## config.mk

```make
export PLATFORM = sky130hd
export DESIGN_NAME = spi_host_master
export DESIGN_NICKNAME = d
export VERILOG_FILES = /design/src/rtl/spi_host_master.sv
export SDC_FILE = /design/constraint.sdc
export NUM_CORES = 1
export LEC_CHECK = 0
export ABC_AREA = 1
export CORE_MARGIN = 10
export CORE_UTILIZATION = 60
export CTS_CLUSTER_DIAMETER = 80
export DETAILED_ROUTE_END_ITERATION = 8
export DONT_BUFFER_PORTS = 1
export PLACE_DENSITY = 0.76
export SYNTH_ARGS = -nofsm -noshare
export SYNTH_HDL_FRONTEND = slang
export SYNTH_SLANG_ARGS = --single-unit
```

## constraint.sdc

```tcl
create_clock -name clk -period 6.49 [get_ports clk]
set_input_delay 0.649 -clock clk [delete_from_list [all_inputs] [get_ports clk]]
set_output_delay 0.649 -clock clk [all_outputs]
set_load 0.05 [all_outputs]
```

## src/rtl/spi_host_master.sv

```systemverilog
// SPI mode-0 master that turns host register requests into opcode/address/data frames.
// Optional SPI_MISO_RESYNC_EN: 2-flop MISO synchronizer, samples taken 2 clk after each sck rise.
module spi_host_master #(
    parameter int CLK_DIV     = 4,
    parameter int DUMMY_BYTES = 1
) (
    input  logic        clk,
    input  logic        rst,
    input  logic        cmd_valid,
    output logic        cmd_ready,
    input  logic        cmd_wr,
    input  logic [31:0] cmd_addr,
    input  logic [31:0] cmd_wdata,
    output logic        rsp_valid,
    output logic [31:0] rsp_rdata,
    output logic        spi_sck,
    output logic        spi_ss_n,
    output logic        spi_mosi,
    input  logic        spi_miso,
    output logic        busy
);

    localparam int WR_BITS = 72;
    localparam int RD_BITS = 40 + 8 * DUMMY_BYTES + 32;
    localparam int FRAME_W = RD_BITS;

    localparam logic [7:0] HALF_LAST = 8'(CLK_DIV - 1);
    localparam logic [7:0] PRE_LAST  = 8'(CLK_DIV - 2);
    localparam logic [7:0] WR_LAST   = 8'(WR_BITS - 1);
    localparam logic [7:0] RD_LAST   = 8'(RD_BITS - 1);

    typedef enum logic [2:0] {
        IDLE,
        SETUP,
        SHIFT,
        HOLD,
        GAP
    } state_t;

    state_t               state_q, state_d;
    logic [7:0]           cnt_q, cnt_d;
    logic [7:0]           bit_q, bit_d;
    logic                 sck_q, sck_d;
    logic                 ss_n_q, ss_n_d;
    logic                 wr_q, wr_d;
    logic                 rdy_q, rdy_d;
    logic [FRAME_W-1:0]   tx_q, tx_d;
    logic [31:0]          rx_q, rx_d;
    logic [31:0]          rdata_q, rdata_d;

    logic                 handshake;
    logic                 half_done;
    logic                 rise;
    logic                 sample_en;
    logic                 sample_bit;
    logic [7:0]           bit_last;
    logic [FRAME_W-1:0]   wr_frame;
    logic [FRAME_W-1:0]   rd_frame;

`ifdef SPI_MISO_RESYNC_EN
    logic [1:0]           sync_q, sync_d;
    logic [1:0]           samp_q, samp_d;
`endif

    // Frames are left-aligned so the MSB of tx_q is always the bit on the wire.
    assign wr_frame  = FRAME_W'({8'h01, cmd_addr, cmd_wdata}) << (FRAME_W - WR_BITS);
    assign rd_frame  = FRAME_W'({8'h02, cmd_addr}) << (FRAME_W - 40);

    assign cmd_ready = (state_q == IDLE) && rdy_q;
    assign handshake = cmd_valid && cmd_ready;
    assign half_done = (cnt_q == HALF_LAST);
    assign bit_last  = wr_q ? WR_LAST : RD_LAST;

    // NOTE: every signal written here gets a default first, so no path can infer a latch.
    always_comb begin
        state_d = state_q;
        cnt_d   = cnt_q;
        bit_d   = bit_q;
        sck_d   = sck_q;
        wr_d    = wr_q;
        tx_d    = tx_q;
        rdata_d = rdata_q;
        rdy_d   = 1'b1;
        rise    = 1'b0;

        case (state_q)
            IDLE: begin
                cnt_d = '0;
                if (handshake) begin
                    state_d = SETUP;
                    wr_d    = cmd_wr;
                    tx_d    = cmd_wr ? wr_frame : rd_frame;
                end
            end
            SETUP: begin
                cnt_d = cnt_q + 8'd1;
                if (half_done) begin
                    state_d = SHIFT;
                    cnt_d   = '0;
                    bit_d   = '0;
                    sck_d   = 1'b1;
                    rise    = 1'b1;
                end
            end
            SHIFT: begin
                cnt_d = cnt_q + 8'd1;
                if (half_done) begin
                    cnt_d = '0;
                    if (sck_q) begin
                        sck_d = 1'b0;
                        tx_d  = tx_q << 1;
                    end else if (bit_q == bit_last) begin
                        state_d = HOLD;
                    end else begin
                        bit_d = bit_q + 8'd1;
                        sck_d = 1'b1;
                        rise  = 1'b1;
                    end
                end
            end
            HOLD: begin
                cnt_d = cnt_q + 8'd1;
                if (half_done) begin
                    state_d = GAP;
                    cnt_d   = '0;
                end
            end
            GAP: begin
                cnt_d = cnt_q + 8'd1;
                // Read data lands together with the rsp_valid cycle.
                if (cnt_q == PRE_LAST && !wr_q) begin
                    rdata_d = rx_q;
                end
                if (half_done) begin
                    state_d = IDLE;
                    cnt_d   = '0;
                    tx_d    = '0;
                end
            end
            default: begin
                state_d = IDLE;
                cnt_d   = '0;
            end
        endcase

        ss_n_d = !((state_d == SETUP) || (state_d == SHIFT) || (state_d == HOLD));

`ifdef SPI_MISO_RESYNC_EN
        sync_d     = {sync_q[0], spi_miso};
        samp_d     = {samp_q[0], rise};
        sample_en  = samp_q[1];
        sample_bit = sync_q[1];
`else
        sample_en  = rise;
        sample_bit = spi_miso;
`endif
        rx_d = sample_en ? {rx_q[30:0], sample_bit} : rx_q;
    end

    // NOTE: state registers use non-blocking assignments so all flops update from pre-edge values.
    always_ff @(posedge clk or posedge rst) begin
        if (rst) begin
            state_q <= IDLE;
            cnt_q   <= '0;
            bit_q   <= '0;
            sck_q   <= 1'b0;
            ss_n_q  <= 1'b1;
            wr_q    <= 1'b0;
            rdy_q   <= 1'b0;
            tx_q    <= '0;
            rx_q    <= '0;
            rdata_q <= '0;
        end else begin
            state_q <= state_d;
            cnt_q   <= cnt_d;
            bit_q   <= bit_d;
            sck_q   <= sck_d;
            ss_n_q  <= ss_n_d;
            wr_q    <= wr_d;
            rdy_q   <= rdy_d;
            tx_q    <= tx_d;
            rx_q    <= rx_d;
            rdata_q <= rdata_d;
        end
    end

`ifdef SPI_MISO_RESYNC_EN
    always_ff @(posedge clk or posedge rst) begin
        if (rst) begin
            sync_q <= '0;
            samp_q <= '0;
        end else begin
            sync_q <= sync_d;
            samp_q <= samp_d;
        end
    end
`endif

    assign rsp_valid = (state_q == GAP) && half_done;
    assign rsp_rdata = rdata_q;
    assign busy      = (state_q != IDLE);
    assign spi_sck   = sck_q;
    assign spi_ss_n  = ss_n_q;
    assign spi_mosi  = tx_q[FRAME_W-1];

endmodule
```

==> flow_summary.yaml <==
critical_path:
  crit_buf_inv: 4
  cpMostUsedCell: "nand2_1"
  cp_slowest_cell: "nand2_4"
  path_max_fanout: 75
  critPathKind: "reg2reg"
  slowest_delay_ps: 620
  crit_chain: "inv_1, nor2_1, nand2_1, inv_2, buf_4, nand3_1, nand2_2, buf_4, nand2_4, nand2_1, nand2_1"
  startpoint: "state_q[1]$_DFF_PP0_"
  crit_arrival_ps: 3680
  crit_family: "simple AND/OR/NAND/NOR gates"
  worstPathRequired_ps: 6790
  reg2reg_from: "state_q[1]$_DFF_PP0_"
  critPathLaunchType: "flip-flop"
  worstSetupEndpointType: "flip-flop"
logic_synthesis:
  syn_area_um2: 7570
  netlist_instances: 990
  syn_avg_cell_area_um2: 7.65
  synth-main-ff-cell: "dfrtp_1"
  netlist-cell-type-count: 28
  synth_sequential_area_ratio_pct: 52.5
  synth-async-reset-ratio_pct: 100
  synthTopCellsByCount: "492 x nand2_1, 158 x dfrtp_1, 149 x nand3_1, 37 x nor2_1, 37 x o21ai_0"
  yosys.area.top_type_share_pct: 52.2
  ys_warn_count: 0
  yosys.area.top_type: "dfrtp_1"
  synthTopCellsByArea: "dfrtp_1 52%, nand2_1 24%, nand3_1 9.8%"
  ys_ff_latch: 159
  synth_edf_count: 0
  syn_nets: 1062
  yosysMostFrequentCell: "nand2_1"
power_and_ir_drop:
  power_density_nw_per_um2: 247
  leakage_nw: 4.47
  ir_worst_vdd_mv: 0.127
global_route:
  antenna_found_initial: 0
  grt_pass1_vias: 5819
  grt_use_total_pct: 18.9
  overflow: 0
  grt_max_degree: 101
  grt_pass1_wl_um: 28000
die:
  die_h_um: 132
  rows: 40
  die_w_um: 132
  dieArea_um2: 17500
  top_level_ports: 107
  initial_core_util_pct: 62.0
  core_area_um2: 12200
sta:
  maxSlewViolCount: 0
  hold_viol: 0
  rsz0062_at_grt: "false"
  worst_pin_slew_ps: 1070
  setup_viol: 0
  min_period_ps: 3380
  whs_ps: 290
  fin_setup_tns_ps: 0
  fin_skew_ps: 7.98
  fmax_ghz: 0.295
  relSlewSlack_pct: 28.7
  worst_slack_ps: 3110
  fin_crit_sh_pct: 52.1
cells_and_area:
  layout.nets: 1028
  synthToLayoutAreaGrowth_pct: 6.84
  antenna_cells: 0
  utilization_pct: 66.3
  drive_above_1_share_pct: 4.64
  fillers: 1089
  multiInputGateArea_um2: 3170
  seqCellArea_um2: 3980
  finalInstanceArea_um2: 8090
placement:
  gp_congestion: 0.781
  portBuffers: 0
  post-place-ws_ps: 3120
  placed_area_um2: 7510
  hpwl_um: 9760
detailed_routing:
  drt_iter0_drc: 588
  avgViaCountPerCell: 5.35
  wl_per_cell_um: 14.2
  routed_wl_um: 16200
  drc: 0
  vias: 6083
  drt_first_pass_iters: 5
  final_antenna_net_count: 0
flow_run:
  cap_violations: 0
min_path:
  min_path_type: "in2async"
cts:
  clk_latency_ps: 420
  cts_tree: "built"
  htree_levels: 4
  hold_buffers: 0
  postCtsSetupBuffers: 0
  clk_path_buf_depth: 2
  numClockSinks: 159
  cts_inserted_buffers: 17
  cts_resized: 0
  clk_pin_slew_worst_paths_ps: 60
  clockRootBuffer: "clkbuf_16"
outcome:
  status: "finished clean"
metal layers:
metal	up-vias	global-route usage (%)	wire, um
met5	-	0	0
met2	145	28.0	7450
li1	3046	-	-
met3	24	5.75	1030
met4	0	6.48	267
met1	2868	25.6	7460
flip-flops by register name, summed over array words and instances (netlist names):
register   flops
spi_ss_n       1
spi_sck        1
rdy_q          1
rx_q          32
wr_q           1
bit_q          8
tx_q          72
rsp_rdata     32
state_q        3
cnt_q          8
cell families after synthesis:
logic type,synth area share [%]
AOI/OAI and AO/OA,2.68
xor gates and xnor gates,0.694
adders and majority gates,0.496
buffers and inverters,5.70
DFF,52.5
other,0.0495
and+or+nand+nor,37.8
worst register-to-register path, stage by stage (launching register included):
cell	delay [ps]
dfrtp_1	400
inv_1	60
nor2_1	80
nand2_1	230
inv_2	100
buf_4	580
nand3_1	190
nand2_2	80
buf_4	570
nand2_4	660
nand2_1	250
nand2_1	70
report_power, final:
group          switching, W  internal, W
Combinational     0.0000230   0.00000416
Sequential       0.00000222     0.000994
Clock              0.000372     0.000607
Total              0.000397      0.00161
placed cells by master (no fill, tap or decap), types with 2 or more instances in the layout:
cell type / count
buf_4: 8
bufinv_16: 2
clkbuf_1: 6
clkbuf_16: 17
clkbuf_8: 4
clkinv_2: 2
dfrtp_1: 158
ha_1: 3
inv_1: 21
inv_2: 2
nand2_1: 492
nand2_2: 2
nand3_1: 149
nand3b_1: 7
nand4_1: 2
nor2_1: 36
nor2_4: 2
nor3_1: 2
o21ai_0: 37
xor2_1: 5
metrics by stage:
step / power, W / instances
after floorplan: 0.00104 / 990
after detailed placement: 0.00104 / 1105
after global routing: 0.00206 / 1137
final: 0.00200 / 1137
after CTS: 0.00202 / 1137
after global placement: 0.00104 / 1105
final timing paths:
check	to	slack (ps)	cells past startpoint
max in group asynchronous	rx_q[26]$_DFFE_PP0P_	4910	2
setup reg to reg	tx_q[34]$_DFFE_PP0P_	3110	11
min in group clk	rx_q[0]$_DFFE_PP0P_	370	2
setup / recovery	tx_q[34]$_DFFE_PP0P_	3110	11
hold / removal	tx_q[26]$_DFFE_PP0P_	290	1
hold reg to reg	cnt_q[0]$_DFF_PP0_	460	1
cell type report:
type / instances / share of cell area [%]
flip-flops and latches: 159 / 49.2
multi-input cells: 746 / 39.1
clock buffers: 27 / 6.22
well taps: 168 / 2.60
inverters: 24 / 1.18
clock inverters: 5 / 0.974
repair buffers: 8 / 0.742
Note: power is estimated with default switching activity, not from simulation.
